## config.mk

```make
export PLATFORM = sky130hd
export DESIGN_NAME = eth_rx_block_lock
export DESIGN_NICKNAME = d
export VERILOG_FILES = /design/src/rtl/eth_rx_block_lock.sv
export SDC_FILE = /design/constraint.sdc
export NUM_CORES = 1
export LEC_CHECK = 0
export ABC_AREA = 1
export ABC_CLOCK_PERIOD_IN_PS = 4300
export CAP_MARGIN = 30
export CORE_ASPECT_RATIO = 1.1
export CORE_UTILIZATION = 55
export CTS_CLUSTER_DIAMETER = 200
export DETAILED_ROUTE_END_ITERATION = 7
export GPL_TIMING_DRIVEN = 0
export MAX_ROUTING_LAYER = met4
export PLACE_DENSITY = 0.76
export SLEW_MARGIN = 10
export SYNTH_ARGS = -nofsm -noshare
export SYNTH_HDL_FRONTEND = slang
export SYNTH_SLANG_ARGS = --single-unit
export TNS_END_PERCENT = 20
```

## constraint.sdc

```tcl
create_clock -name i_clk -period 4.3 [get_ports i_clk]
set_input_delay 0.86 -clock i_clk [delete_from_list [all_inputs] [get_ports i_clk]]
set_output_delay 0.86 -clock i_clk [all_outputs]
set_load 0.005 [all_outputs]
```

## src/rtl/eth_rx_block_lock.sv

```systemverilog
// 64b/66b receive block-lock controller: hunts for sync-header alignment with
// bitslip requests, holds lock across header-error windows and flags high BER.
module eth_rx_block_lock #(
   parameter int SH_CNT_MAX   = 64,
   parameter int SH_INVLD_MAX = 16,
   parameter int SLIP_WAIT    = 32,
   parameter int BER_WINDOW   = 50000,
   parameter int BER_THRESH   = 16
) (
   input  logic        i_clk,
   input  logic        i_rst_n,
   input  logic [1:0]  i_header,
   input  logic        i_header_valid,
   input  logic        i_data_valid,
   output logic        o_bitslip,
   output logic        o_block_lock,
   output logic        o_hi_ber,
   output logic        o_rx_data_valid,
   output logic        o_rx_header_valid,
   output logic [15:0] o_slip_count
);

   localparam int SH_CNT_W   = $clog2(SH_CNT_MAX + 1);
   localparam int SH_INVLD_W = $clog2(SH_INVLD_MAX + 1);
   localparam int WAIT_W     = $clog2(SLIP_WAIT + 1);
   localparam int BER_CYC_W  = $clog2(BER_WINDOW + 1);
   localparam int BER_INV_W  = $clog2(BER_THRESH + 1);

   localparam logic [SH_CNT_W-1:0]   SH_CNT_MAX_C   = SH_CNT_W'(SH_CNT_MAX);
   localparam logic [SH_CNT_W-1:0]   SH_CNT_ONE_C   = SH_CNT_W'(1);
   localparam logic [SH_INVLD_W-1:0] SH_INVLD_MAX_C = SH_INVLD_W'(SH_INVLD_MAX);
   localparam logic [SH_INVLD_W-1:0] SH_INVLD_ONE_C = SH_INVLD_W'(1);
   localparam logic [WAIT_W-1:0]     WAIT_LAST_C    = WAIT_W'(SLIP_WAIT - 1);
   localparam logic [WAIT_W-1:0]     WAIT_ONE_C     = WAIT_W'(1);
   localparam logic [BER_CYC_W-1:0]  BER_LAST_C     = BER_CYC_W'(BER_WINDOW - 1);
   localparam logic [BER_CYC_W-1:0]  BER_CYC_ONE_C  = BER_CYC_W'(1);
   localparam logic [BER_INV_W-1:0]  BER_THRESH_C   = BER_INV_W'(BER_THRESH);
   localparam logic [BER_INV_W-1:0]  BER_INV_ONE_C  = BER_INV_W'(1);

   localparam logic [1:0] ST_INIT = 2'd0;
   localparam logic [1:0] ST_TEST = 2'd1;
   localparam logic [1:0] ST_SLIP = 2'd2;
   localparam logic [1:0] ST_WAIT = 2'd3;

   // Only 01 and 10 are legal 64b/66b sync headers.
   function automatic logic header_ok(input logic [1:0] hdr);
      return hdr[1] ^ hdr[0];
   endfunction

   logic [1:0]            state_r, state_nxt_s;
   logic [SH_CNT_W-1:0]   sh_cnt_r, sh_cnt_nxt_s, sh_cnt_inc_s;
   logic [SH_INVLD_W-1:0] sh_invld_r, sh_invld_nxt_s, sh_invld_inc_s;
   logic [WAIT_W-1:0]     wait_r, wait_nxt_s;
   logic                  lock_r, lock_nxt_s, lock_clr_s;
   logic                  bitslip_r;
   logic [15:0]           slip_cnt_r;
   logic [BER_CYC_W-1:0]  ber_cyc_r;
   logic [BER_INV_W-1:0]  ber_inv_r, ber_inv_inc_s;
   logic                  hi_ber_r;
   logic                  sample_s, bad_s;

   assign sample_s       = i_data_valid & i_header_valid;
   assign bad_s          = sample_s & ~header_ok(i_header);
   assign sh_cnt_inc_s   = sh_cnt_r + SH_CNT_ONE_C;
   assign sh_invld_inc_s = bad_s ? (sh_invld_r + SH_INVLD_ONE_C) : sh_invld_r;
   assign ber_inv_inc_s  = (bad_s && (ber_inv_r != BER_THRESH_C)) ? (ber_inv_r + BER_INV_ONE_C)
                                                                  : ber_inv_r;

   // Lock FSM next-state; the invalid-count check outranks window completion.
   always_comb begin
      state_nxt_s    = state_r;
      sh_cnt_nxt_s   = sh_cnt_r;
      sh_invld_nxt_s = sh_invld_r;
      wait_nxt_s     = wait_r;
      lock_nxt_s     = lock_r;
      lock_clr_s     = 1'b0;
      case (state_r)
         ST_INIT: begin
            sh_cnt_nxt_s   = '0;
            sh_invld_nxt_s = '0;
            wait_nxt_s     = '0;
            state_nxt_s    = ST_TEST;
         end
         ST_TEST: begin
            if (sample_s) begin
               sh_cnt_nxt_s   = sh_cnt_inc_s;
               sh_invld_nxt_s = sh_invld_inc_s;
               if (lock_r) begin
                  if (sh_invld_inc_s == SH_INVLD_MAX_C) begin
                     lock_nxt_s  = 1'b0;
                     lock_clr_s  = 1'b1;
                     state_nxt_s = ST_SLIP;
                  end else if (sh_cnt_inc_s == SH_CNT_MAX_C) begin
                     state_nxt_s = ST_INIT;
                  end else begin
                     state_nxt_s = ST_TEST;
                  end
               end else begin
                  if (bad_s) begin
                     state_nxt_s = ST_SLIP;
                  end else if (sh_cnt_inc_s == SH_CNT_MAX_C) begin
                     lock_nxt_s  = 1'b1;
                     state_nxt_s = ST_INIT;
                  end else begin
                     state_nxt_s = ST_TEST;
                  end
               end
            end else begin
               state_nxt_s = ST_TEST;
            end
         end
         ST_SLIP: begin
            wait_nxt_s  = '0;
            state_nxt_s = ST_WAIT;
         end
         ST_WAIT: begin
            if (wait_r == WAIT_LAST_C) begin
               state_nxt_s = ST_INIT;
            end else begin
               wait_nxt_s = wait_r + WAIT_ONE_C;
            end
         end
         default: begin
            state_nxt_s = ST_INIT;
         end
      endcase
   end

   // FSM state, lock flag, slip pulse and saturating slip counter.
   always_ff @(posedge i_clk or negedge i_rst_n) begin
      if (!i_rst_n) begin
         state_r    <= ST_INIT;
         sh_cnt_r   <= '0;
         sh_invld_r <= '0;
         wait_r     <= '0;
         lock_r     <= 1'b0;
         bitslip_r  <= 1'b0;
         slip_cnt_r <= 16'd0;
      end else begin
         state_r    <= state_nxt_s;
         sh_cnt_r   <= sh_cnt_nxt_s;
         sh_invld_r <= sh_invld_nxt_s;
         wait_r     <= wait_nxt_s;
         lock_r     <= lock_nxt_s;
         bitslip_r  <= (state_r == ST_SLIP);
         if ((state_r == ST_SLIP) && (slip_cnt_r != 16'hFFFF)) begin
            slip_cnt_r <= slip_cnt_r + 16'd1;
         end
      end
   end

   // Hi-BER window; cleared in the same edge that drops lock so both fall together.
   always_ff @(posedge i_clk or negedge i_rst_n) begin
      if (!i_rst_n) begin
         ber_cyc_r <= '0;
         ber_inv_r <= '0;
         hi_ber_r  <= 1'b0;
      end else if (!lock_r || lock_clr_s) begin
         ber_cyc_r <= '0;
         ber_inv_r <= '0;
         hi_ber_r  <= 1'b0;
      end else if (ber_cyc_r == BER_LAST_C) begin
         ber_cyc_r <= '0;
         ber_inv_r <= '0;
         hi_ber_r  <= (ber_inv_inc_s == BER_THRESH_C);
      end else begin
         ber_cyc_r <= ber_cyc_r + BER_CYC_ONE_C;
         ber_inv_r <= ber_inv_inc_s;
         hi_ber_r  <= hi_ber_r | (ber_inv_inc_s == BER_THRESH_C);
      end
   end

   assign o_bitslip         = bitslip_r;
   assign o_block_lock      = lock_r;
   assign o_hi_ber          = hi_ber_r;
   assign o_slip_count      = slip_cnt_r;
   assign o_rx_data_valid   = i_data_valid & lock_r;
   assign o_rx_header_valid = i_header_valid & lock_r;

endmodule

```

== After elaboration in Yosys (flattened, before gate mapping) ==
Cells that the tools add are included.

* Muxes and demuxes: 29
* Equality and inequality tests: 13
* Bitwise gates (word level): 7
* Reductions and logical operators: 11
* Add/sub/neg operators: 6

{| class="wikitable"
|+ Operators by type and width
! cell !! number
|-
| $add A16 B1 Y16 const B || 2
|-
| $mux W16 || 2
|-
| $mux W5 || 5
|-
| $eq A16 B16 Y1 const B || 1
|-
| $ne A16 B16 Y1 const B || 1
|-
| $pmux W7 S2 || 1
|-
| $pmux W6 S2 || 1
|-
| $mux W1 || 11
|-
| $add A5 B1 Y5 const B || 2
|-
| $eq A5 B5 Y1 const B || 2
|-
| $mux W2 || 5
|-
| $pmux W5 S2 || 1
|-
| $pmux W2 S4 || 1
|-
| $add A7 B1 Y7 const B || 1
|-
| $eq A7 B7 Y1 const B || 1
|-
| $mux W7 || 1
|-
| $add A6 B1 Y6 const B || 1
|-
| $eq A6 B5 Y1 const B || 1
|-
| $mux W6 || 1
|-
| $ne A2 B2 Y1 const B || 3
|-
| $reduce_and A2 Y1 || 3
|-
| $ne A5 B5 Y1 const B || 1
|-
| $and A1 B1 Y1 || 4
|-
| $eq A2 B2 Y1 const B || 2
|-
| 10 further kinds || 12
|}

* Logic and storage cells: 76
* Flip-flop bits (word level): 60
* Output and inout port bits: 21
* Input port bits: 6

== Depth between registers and ports, before layout ==
* Word-level depth: 11
* Mapped depth: 13
* Depth with buffers taken out: 13

== Least setup slack after synthesis ==
No wires, ideal clock.

* Kind: input port to flip-flop
* Start: in i_header[1]
* End: reg ber_cyc_r[11]
* Data arrival time: 1.811 ns
* Path slack: 2.366 ns
* Cell stages on the path: 12
* Required time: 4.177 ns
* Path through: inv_1 nand2_1 nand3_4 nand2_1 nand2_1 nand2_1 nor2_1 nand3_2 nand2_4 inv_4 nand2_8 nor2_4

* Cells in the longest elaborated chain, start to end: 11

{| class="wikitable"
|+ RTL lines
! element !! RTL line !! RTL
|-
| start, declared || 12 || <nowiki>input logic [1:0] i_header,</nowiki>
|-
| $xor A1 B1 Y1 || 47 || <nowiki>return hdr[1] ^ hdr[0];</nowiki>
|-
| $not A1 Y1 || 63 || <nowiki>assign bad_s = sample_s & ~header_ok(i_header);</nowiki>
|-
| $and A1 B1 Y1 || 63 ||
|-
| $mux W5 || 65 || <nowiki>assign sh_invld_inc_s = bad_s ? (sh_invld_r + SH_INVLD_ONE_C) : sh_invld_r;</nowiki>
|-
| $eq A5 B5 Y1 || 89 || <nowiki>if (sh_invld_inc_s == SH_INVLD_MAX_C) begin</nowiki>
|-
| $mux W1 || 89 ||
|-
| $mux W1 || 88 || <nowiki>if (lock_r) begin</nowiki>
|-
| $mux W1 || 85 || <nowiki>if (sample_s) begin</nowiki>
|-
| $mux W1 || 77 || <nowiki>case (state_r)</nowiki>
|-
| $logic_or A1 B1 Y1 || 158 || <nowiki>end else if (!lock_r || lock_clr_s) begin</nowiki>
|-
| $mux W16 || 158 ||
|-
| end signal, assigned || 167 || <nowiki>ber_cyc_r <= ber_cyc_r + BER_CYC_ONE_C;</nowiki>
|-
| end, declared || 57 || <nowiki>logic [BER_CYC_W-1:0] ber_cyc_r;</nowiki>
|}

No other way between the ends.
A chain may end at the register's enable or synchronous reset.

== Final worst setup path ==
* Start: in i_data_valid
* End: out o_rx_data_valid

* Cells in the longest elaborated chain, start to end: 1

{| class="wikitable"
|+ RTL lines
! element !! RTL line !! RTL
|-
| start, declared || 14 || <nowiki>input logic i_data_valid,</nowiki>
|-
| $and A1 B1 Y1 || 177 || <nowiki>assign o_rx_data_valid = i_data_valid & lock_r;</nowiki>
|-
| end, declared || 18 || <nowiki>output logic o_rx_data_valid,</nowiki>
|}

No other way between the ends.

==> results.cfg <==
[status]
status = finished clean

[die]
die-area_um2 = 6380
die_w_um = 76.2
start_util = 0.574
die_height_um = 83.7
core_area_um2 = 5810
io_pins = 27
num_rows = 29

[critical_path]
ff2ff_path_depth = 11
regToRegSetupSlack_ns = 2.58
required_ns = 3.44
crit_arrival_ns = 1.96
setup.worst_path.end_class = output pin
r2r_start = sh_invld_r[0]$_DFFE_PN0P_
critical_path.startpoint = i_data_valid
crit_path_start_kind = input port
critical_path_class = in -> out
r2r-end = o_block_lock$_DFFE_PN0P_
path_max_fanout = 2

[sta]
relSlewSlack = 0.504
final.setup_skew_ns = 0.00752
hold_viol_final = 0
slew_violations = 0
rsz0062_at_grt = false
worst_pin_slew_ns = 0.744
max_freq_ghz = 0.355
setup_viol = 0
min_period_ns = 2.82
setup_tns_ns = 0
min_period_over_period = 0.655

[clocking]
cts_tree = yes
ctsHoldBuffers = 0
clk_latency_ns = 0.34
cts.clk_slew.worst_paths_ns = 0.06
numCtsBuffers = 9
cts_sinks = 60
cts_htree_levels = 3
cts_setup_buffers = 0
cts_root_buffer = clkbuf_8
ctsResizeCount = 0
clockBufferDepth = 2

[min_path]
worstHoldStart = ber_cyc_r[0]$_DFF_PN0_
min_path_cells = 1
min_path_type = reg -> reg
hold-path-endpoint = ber_cyc_r[0]$_DFF_PN0_

[route]
drt_wl_total_mm = 6.35
vias = 2653
viasPerCell = 5.11
drc = 0
antenna_left = 0
dr.pass1.iters = 4
drt-initial-drc-count = 171
avgRoutedWirePerCell_um = 12.2

[global_routing]
grt_pass1_vias = 2619
grt_pass1_wl_mm = 11.4
antenna_found_initial = 0
grt_max_degree = 61
grt_usage = 0.233
gr-total-overflow = 0

[run]
max-cap-violations = 0

[synth]
synth_edf_count = 0
synth_compound_area_frac = 0.0458
yosys.area_share.simple = 0.304
yosysTopAreaCellShare = 0.450
synth_flop_cell = dfrtp_1
synth_seq_cells = 60
ys_seq_area_frac = 0.450
synth_top_family_by_area = simple AND/OR/NAND/NOR gates
synthXorXnorAreaFrac = 0.0972
syn_inst = 401
syn-num-nets = 415
syn_area_per_cell_um2 = 8.31
synthMuxAreaShare = 0
ys_types = 33
async_reset_ff_frac = 1.00
synth_area_um2 = 3330
yosys.area_share.adder = 0.0300
synth_top_area_cell = dfrtp_1
synth_warnings = 0
ys_top_cells_by_area = dfrtp_1 45%, nand2_1 10%, xor2_1 7.6%

[finish]
final_cell_mix = 91 x nand2_1, 60 x dfrtp_1, 49 x inv_1
antenna-diode-count = 0
ff_latch_area_um2 = 1500
area.growth.synth_to_final_pct = 15.7
fin_nets = 452
multi_input_area_um2 = 1590
drive_gt1_frac = 0.109
layout_commonest_cell = nand2_1
fillers = 493

[pwr]
p_per_area_nw_per_um2 = 303
vdd_drop_max_v = 0.000250
total_power_w = 0.00117
p_leak_nw = 1.70

[place]
dp_hpwl_mm = 4.58
gp_congestion = 0.875
port_buffers = 26
-- metal layers --
layer / global-route usage / share of wire / up-vias
li1: - / - / 1366
met1: 0.271 / 0.46 / 1218
met2: 0.382 / 0.48 / 58
met3: 0.0503 / 0.043 / 11
met4: 0.119 / 0.018 / 0
met5: - / 0 / -
-- state kept, by name, summed over array words and instances (netlist names), 5 cells and up, named ones only --
signal / cells
ber_cyc_r: 16
ber_inv_r: 5
o_slip_count: 16
sh_cnt_r: 7
wait_r: 6
sh_invld_r: 5
-- logic make-up (layout without fill, tap and decap cells) --
logic type / after synthesis / after routing
adder cells (fa/ha/maj): 8 / 8
AND/OR/NAND/NOR: 210 / 210
AO/OA/AOI/OAI: 27 / 27
buffers and inverters: 59 / 100
XOR/XNOR: 37 / 37
flip-flops: 60 / 60
-- stage by stage --
stage | utilization | hold slack (ns) | cell area, um2 | instances | setup slack, ns
after global placement | 0.636 | 0.460 | 3690 | 504 | 0.427
after global routing | 0.664 | 0.493 | 3860 | 519 | 1.44
final | 0.664 | 0.472 | 3860 | 519 | 1.48
after floorplan | - | 0.441 | 3330 | 401 | 2.37
after detailed placement | 0.635 | 0.463 | 3690 | 504 | 1.48
after CTS | 0.664 | 0.474 | 3860 | 519 | 1.48
-- report_power, final --
part           internal (W)  switching (W)
clock              0.000236       0.000209
sequential         0.000587      0.0000232
combinational     0.0000455      0.0000695
-- worst max-delay path by stage --
stage | endpoint | slack (ns) | cells past startpoint
2_1_floorplan | ber_cyc_r[11]$_DFF_PN0_ | 2.37 | 12
3_3_place_gp | o_slip_count[13]$_DFFE_PN0P_ | 0.43 | 1
3_5_place_dp | o_rx_data_valid | 1.48 | 4
4_1_cts | o_rx_data_valid | 1.48 | 4
5_1_grt | o_rx_data_valid | 1.44 | 4
6_report | o_rx_data_valid | 1.48 | 4
-- synth_stat cells (5+ instances only) --
| cell type | instances |
|---|---|
| xnor2_1 | 8 |
| nor3_1 | 14 |
| nand2_1 | 91 |
| inv_1 | 49 |
| inv_2 | 5 |
| dfrtp_1 | 60 |
| o22ai_1 | 9 |
| nand3_1 | 24 |
| nor2_1 | 36 |
| o21ai_0 | 10 |
| ha_1 | 8 |
| xor2_1 | 29 |
| nor2_2 | 13 |
| nand4_1 | 12 |
-- area by class of cell --
type	count	area share
Timing Repair Buffer	26	0.0668
Buffer	4	0.00811
Sequential cell	60	0.389
Multi-Input combinational cell	282	0.413
Inverter	55	0.0542
Clock buffer	13	0.0412
Clock inverter	2	0.00260
Tap cell	77	0.0250
-- worst max-delay path: stages --
cell and delay, ns:
clkdlybuf4s50_1 0.49, nand2_1 0.06, inv_1 0.06, clkdlybuf4s50_1 0.49
(Power assumes the default switching activity.)
